### src/rtl/hsv_pkg.sv
// Shared HSV threshold definitions: profile layout used by the scheduler and the mask comparator.
package hsv_pkg;

  localparam int unsigned PROF_W   = 48;
  localparam int unsigned H_LO_OFS = 40;
  localparam int unsigned H_HI_OFS = 32;
  localparam int unsigned S_LO_OFS = 24;
  localparam int unsigned S_HI_OFS = 16;
  localparam int unsigned V_LO_OFS = 8;
  localparam int unsigned V_HI_OFS = 0;

  // Field order matches the packed word, MSB first.
  typedef struct packed {
    logic [7:0] h_lo;
    logic [7:0] h_hi;
    logic [7:0] s_lo;
    logic [7:0] s_hi;
    logic [7:0] v_lo;
    logic [7:0] v_hi;
  } prof_t;

  typedef enum logic {StWait, StRun} sched_state_e;

  function automatic prof_t to_prof(input logic [PROF_W-1:0] word);
    return prof_t'(word);
  endfunction

endpackage

### src/rtl/hsv_prof_ram.sv
// Threshold profile register file: one synchronous write port, one asynchronous read port.
module hsv_prof_ram
  import hsv_pkg::*;
#(
  parameter int unsigned NPROF  = 4,
  parameter int unsigned PIDX_W = 2
) (
  input  logic              clk_i,
  input  logic              rst_i,
  input  logic              we_i,
  input  logic [PIDX_W-1:0] waddr_i,
  input  logic [PROF_W-1:0] wdata_i,
  input  logic [PIDX_W-1:0] raddr_i,
  output logic [PROF_W-1:0] rdata_o
);

  logic [PROF_W-1:0] mem_q [NPROF];

  always_ff @(posedge clk_i or posedge rst_i) begin
    if (rst_i) begin
      for (int unsigned i = 0; i < NPROF; i++) begin
        mem_q[i] <= '0;
      end
    end else if (we_i) begin
      mem_q[waddr_i] <= wdata_i;
    end
  end

  assign rdata_o = mem_q[raddr_i];

endmodule

### src/rtl/hsv_thresh_sched.sv
// Frame-synchronous HSV threshold scheduler: swaps profiles only at frame start and
// reports the per-frame mask hit count.
module hsv_thresh_sched
  import hsv_pkg::*;
#(
  parameter int unsigned NPROF  = 4,
  parameter int unsigned PIDX_W = 2,
  parameter int unsigned DWELL  = 8,
  parameter int unsigned CNT_W  = 20
) (
  input  logic              clk,
  input  logic              sys_rst,
  input  logic              vs_in,
  input  logic              de_in,
  input  logic              mask_in,
  input  logic              cfg_we,
  input  logic [PIDX_W-1:0] cfg_addr,
  input  logic [PROF_W-1:0] cfg_wdata,
  input  logic              auto_en,
  input  logic [PIDX_W-1:0] man_idx,
  output logic [7:0]        h_lo,
  output logic [7:0]        h_hi,
  output logic [7:0]        s_lo,
  output logic [7:0]        s_hi,
  output logic [7:0]        v_lo,
  output logic [7:0]        v_hi,
  output logic [PIDX_W-1:0] act_idx,
  output logic [CNT_W-1:0]  hit_cnt,
  output logic              hit_vld
);

  localparam int unsigned DW_W = (DWELL > 1) ? $clog2(DWELL) : 1;

  sched_state_e      state_q, state_d;
  logic              vs_q;
  logic [DW_W-1:0]   dwell_q, dwell_d, dwell_nxt;
  logic [CNT_W-1:0]  cnt_q, cnt_d, cnt_inc;
  logic [CNT_W-1:0]  hit_cnt_q, hit_cnt_d;
  logic              hit_vld_q, hit_vld_d;
  logic [PIDX_W-1:0] act_idx_q, act_idx_d, next_idx;
  prof_t             thr_q, thr_d;
  logic [PROF_W-1:0] rd_data, sel_prof;
  logic              fs, hit;

  assign fs  = vs_in & ~vs_q;
  assign hit = de_in & mask_in;

  hsv_prof_ram #(
    .NPROF  (NPROF),
    .PIDX_W (PIDX_W)
  ) u_prof_ram (
    .clk_i   (clk),
    .rst_i   (sys_rst),
    .we_i    (cfg_we),
    .waddr_i (cfg_addr),
    .wdata_i (cfg_wdata),
    .raddr_i (next_idx),
    .rdata_o (rd_data)
  );

  // A write landing on the profile being selected must be seen this frame.
  assign sel_prof = (cfg_we && (cfg_addr == next_idx)) ? cfg_wdata : rd_data;
  assign cnt_inc  = (cnt_q == '1) ? cnt_q : cnt_q + CNT_W'(1);

  always_comb begin
    next_idx  = act_idx_q;
    dwell_nxt = '0;
    if (!auto_en) begin
      next_idx = man_idx;
    end else if (dwell_q == DW_W'(DWELL - 1)) begin
      next_idx = act_idx_q + PIDX_W'(1);
    end else begin
      dwell_nxt = dwell_q + DW_W'(1);
    end
  end

  always_comb begin
    state_d   = state_q;
    dwell_d   = dwell_q;
    cnt_d     = cnt_q;
    hit_cnt_d = hit_cnt_q;
    hit_vld_d = 1'b0;
    act_idx_d = act_idx_q;
    thr_d     = thr_q;

    unique case (state_q)
      StWait: begin
        if (fs) state_d = StRun;
      end
      StRun: begin
        if (fs) begin
          hit_cnt_d = hit ? cnt_inc : cnt_q;
          hit_vld_d = 1'b1;
          cnt_d     = '0;
        end else if (hit) begin
          cnt_d = cnt_inc;
        end
      end
      default: state_d = StWait;
    endcase

    if (fs) begin
      dwell_d   = dwell_nxt;
      act_idx_d = next_idx;
      thr_d     = to_prof(sel_prof);
    end
  end

  always_ff @(posedge clk or posedge sys_rst) begin
    if (sys_rst) begin
      state_q   <= StWait;
      vs_q      <= 1'b0;
      dwell_q   <= '0;
      cnt_q     <= '0;
      hit_cnt_q <= '0;
      hit_vld_q <= 1'b0;
      act_idx_q <= '0;
      thr_q     <= '0;
    end else begin
      state_q   <= state_d;
      vs_q      <= vs_in;
      dwell_q   <= dwell_d;
      cnt_q     <= cnt_d;
      hit_cnt_q <= hit_cnt_d;
      hit_vld_q <= hit_vld_d;
      act_idx_q <= act_idx_d;
      thr_q     <= thr_d;
    end
  end

  assign h_lo    = thr_q.h_lo;
  assign h_hi    = thr_q.h_hi;
  assign s_lo    = thr_q.s_lo;
  assign s_hi    = thr_q.s_hi;
  assign v_lo    = thr_q.v_lo;
  assign v_hi    = thr_q.v_hi;
  assign act_idx = act_idx_q;
  assign hit_cnt = hit_cnt_q;
  assign hit_vld = hit_vld_q;

endmodule

### config.mk
export PLATFORM = sky130hd
export DESIGN_NAME = hsv_thresh_sched
export DESIGN_NICKNAME = d
export VERILOG_FILES = /design/src/rtl/hsv_pkg.sv /design/src/rtl/hsv_prof_ram.sv /design/src/rtl/hsv_thresh_sched.sv
export SDC_FILE = /design/constraint.sdc
export NUM_CORES = 1
export LEC_CHECK = 0
export CAP_MARGIN = 10
export CORE_UTILIZATION = 59
export CTS_BUF_LIST = sky130_fd_sc_hd__clkbuf_4 sky130_fd_sc_hd__clkbuf_8
export DETAILED_ROUTE_END_ITERATION = 12
export GPL_TIMING_DRIVEN = 0
export PLACE_DENSITY = 0.82
export SLEW_MARGIN = 20
export SYNTH_ARGS = -nofsm -noshare
export SYNTH_HDL_FRONTEND = slang
export SYNTH_SLANG_ARGS = --single-unit
### constraint.sdc
create_clock -name clk -period 10.9 [get_ports clk]
set_clock_uncertainty 0.05 [all_clocks]
set_input_delay 1.635 -clock clk [delete_from_list [all_inputs] [get_ports clk]]
set_output_delay 1.635 -clock clk [all_outputs]
set_load 0.01 [all_outputs]
==> impl_metrics.tcl <==
set metrics [dict create \
    status "finished clean" \
    worst-setup-path-type "input pin to flop" \
    multiInputGateArea_mm2 0.00550 \
    drt_wl_total_um 29600 \
    htree_levels 2 \
    grt_pass1_vias 9255 \
    drt-wirelength-per-cell_um 19.3 \
    synth_top_family_by_area "multiplexers" \
    hp-class "flop to flop" \
    die-area_mm2 0.0227 \
    grt_usage_pct 27.5 \
    r2r_slack_ns 7.94 \
    ant_nets 0 \
    end_kind "flop" \
    synthToLayoutAreaGrowth_pct 20.3 \
    fin_nets 1293 \
    synth_flop_cell "dfrtp_1" \
    yosys-top-cells-area "dfrtp_1 55%, mux2_2 21%, nand2_1 4.0%" \
    yosysWarnings 0 \
    clock_latency_ns 0.57 \
    setup_tns_ns 0 \
    gp_congestion 0.896 \
    p_clk_share_pct 32.4 \
    io_buffers 128 \
    synth.area.mux_share_pct 24.5 \
    p_sw_share_pct 26.6 \
    rows 53 \
    die_w_um 151 \
    drt_iter0_drc 404 \
    p_leak_nw 6.90 \
    hold_depth 2 \
    hold_slack_ns 0.428 \
    drive_gt1_share_pct 27.6 \
    period_needed_ns 3.87 \
    power_density_mw_per_mm2 184 \
    cp.arrival_ns 4.27 \
    syn_area_per_cell_um2 12.4 \
    cap_violations 0 \
    dr.pass1.iters 5 \
    cts-root-buf "clkbuf_8" \
    synthAdderAreaFrac_pct 0.288 \
    setup_viol 0 \
    grt_max_degree 110 \
    p_seq_share_pct 47.3 \
    ctsHoldBuffers 0 \
    switchingPower_uw 766 \
    synth-seq-cells 288 \
    cts_buffers 46 \
    r2r_cells 8 \
    syn-num-nets 1114 \
    post_cts_buffers 0 \
    fill_cells 1505 \
    crit_required_ns 11.30 \
    synth_compound_gate_area_share_pct 8.84 \
    cts_tree "yes" \
    yosys.area_share.simple_pct 7.20 \
    p_int_mw 2.11 \
    synth_top_area_share_pct 55.3 \
    clock_path_buffers 3 \
    routed-via-count 9070 \
    pin_count 130 \
    dp_hpwl_um 19700 \
    grt_pass1_wl_um 48200 \
    syn_area_mm2 0.0130 \
    synthXorXnorAreaFrac_pct 1.41 \
    antenna_found_initial 1 \
    cp_max_fo 10 \
    post_cts_resized 0 \
    fp.coreArea_mm2 0.0214 \
    viasPerCell 5.91 \
    critPathLaunchType "input pin" \
    hold_violations 0 \
    final_cell_mix "288 x dfrtp_1, 240 x mux2_2, 138 x nand2_1" \
    slew-limit-headroom_pct 37.8 \
    clkTransAtPathRegs_ns 0.06 \
    drc 0 \
    hold_start "hit_cnt[8]$_DFFE_PP0P_" \
    ys_async_sr_fraction_pct 100 \
    register_area_mm2 0.00721 \
    finalPower_mw 2.88 \
    r2r_end "s_hi[5]$_DFFE_PP0P_" \
    slew_violations 0 \
    reg2reg_from "dwell_q[0]$_DFFE_PP0P_" \
    ir_drop_v 0.000139 \
    synth_top_cell_by_area "dfrtp_1" \
    synth-edff-count 0 \
    whs_endpoint "hit_cnt[8]$_DFFE_PP0P_" \
    combPwrFrac_pct 20.4 \
    ys_types 47 \
    clock_sink_count 288 \
    final_common_cell "dfrtp_1" \
    fin_crit_sh_pct 35.5 \
    grt_setup_unrepaired "false" \
    worst_pin_slew_ns 0.925 \
    synthCells 1052 \
    grt_overflow 0 \
    ys_seq_area_share_pct 55.3 \
    dieHeight_um 151 \
    start_util_pct 61.0 \
    max_freq_ghz 0.258 \
]
-- state kept, by name, summed over array words and instances, names as in the netlist --
| signal | cells |
|---|---|
| hit_vld | 1 |
| h_lo | 8 |
| dwell_q | 3 |
| s_hi | 8 |
| hit_cnt | 20 |
| act_idx | 2 |
| v_lo | 8 |
| v_hi | 8 |
| vs_q | 1 |
| state_q | 1 |
| u_prof_ram.mem_q | 192 |
| s_lo | 8 |
| cnt_q | 20 |
| h_hi | 8 |
-- power by group through the flow --
| stage | sequential [mW] | clock (mW) | combinational (mW) |
|---|---|---|---|
| global route | 1.38 | 0.992 | 0.640 |
| floorplan | 1.37 | 0 | 0.349 |
| finish | 1.36 | 0.932 | 0.586 |
| detailed placement | 1.38 | 0 | 0.588 |
| CTS | 1.36 | 0.947 | 0.592 |
| global placement | 1.37 | 0 | 0.568 |
-- critical path, cell delays in order --
cell             delay (ns)
clkdlybuf4s50_1        0.47
nand2b_1               0.20
clkbuf_1               0.68
clkbuf_1               0.61
nand3_1                0.36
o31ai_1                0.31
-- kinds of logic (layout without fill, tap and decap cells) --
group                      Yosys count  in the layout
AOI/OAI and AO/OA                  165            165
xor gates and xnor gates            21             21
adders and majority gates            3              3
buffers and inverters               76            283
DFF                                288            288
muxes                              289            289
other                                0              1
and+or+nand+nor                    210            210
-- layout make-up --
cell class                 instances  area share [%]
buffer                            71            1.89
sequential                       288            46.0
timing repair buffer             131            8.70
multi-input combinational        688            35.1
clock buffer                      74            5.82
clock inverter                     2          0.0799
inverter                           5           0.168
antenna                            1          0.0160
tap                              275            2.20
-- through the flow --
stage	utilization (%)	area, um2	setup slack, ns	instances
2_1_floorplan	-	13000	1.27	1052
3_3_place_gp	68.6	14700	-2.02	1455
3_5_place_dp	69.0	14700	6.54	1458
4_1_cts	73.4	15700	7.11	1534
5_1_grt	73.4	15700	7.01	1534
6_report	73.4	15700	7.03	1535
-- how the worst max path moves through the flow --
stage	to	startpoint	slack [ns]	cells after the start
2_1_floorplan	act_idx[0]$_DFFE_PP0P_	sys_rst	1.27	1
4_1_cts	cnt_q[7]$_DFFE_PP0P_	vs_in	7.11	6
5_1_grt	cnt_q[7]$_DFFE_PP0P_	vs_in	7.01	6
3_3_place_gp	u_prof_ram.mem_q[156]$_DFFE_PP0P_	sys_rst	-2.02	2
3_5_place_dp	cnt_q[7]$_DFFE_PP0P_	vs_in	6.54	6
6_report	cnt_q[7]$_DFFE_PP0P_	vs_in	7.03	6
-- routing by layer --
| layer | vias to the layer above | global-route usage [%] | routed length, um |
|---|---|---|---|
| met5 | - | 0 | 0 |
| met4 | 0 | 8.00 | 535 |
| met3 | 42 | 4.79 | 1600 |
| met2 | 235 | 46.5 | 14500 |
| met1 | 4626 | 36.3 | 12900 |
| li1 | 4167 | - | - |
-- synthesized netlist by cell type (2+ instances only) --
cell type	instances
nand3_1	14
o211ai_1	48
o21ai_0	35
nor2_1	10
a21oi_2	2
nor2b_1	2
a21oi_1	10
and4_1	6
mux2i_1	49
buf_2	17
and2_1	3
nor4_1	2
ha_1	3
nand3b_1	3
a22oi_1	48
a211o_1	4
and3_1	7
nand4_1	8
xor2_1	9
clkbuf_1	44
dfrtp_1	288
nand2b_1	2
mux2_2	240
buf_1	7
o31ai_1	4
xnor2_1	12
a31oi_1	6
nor3_1	9
buf_4	2
nand2_1	138
inv_1	4
(Power assumes the default switching activity.)
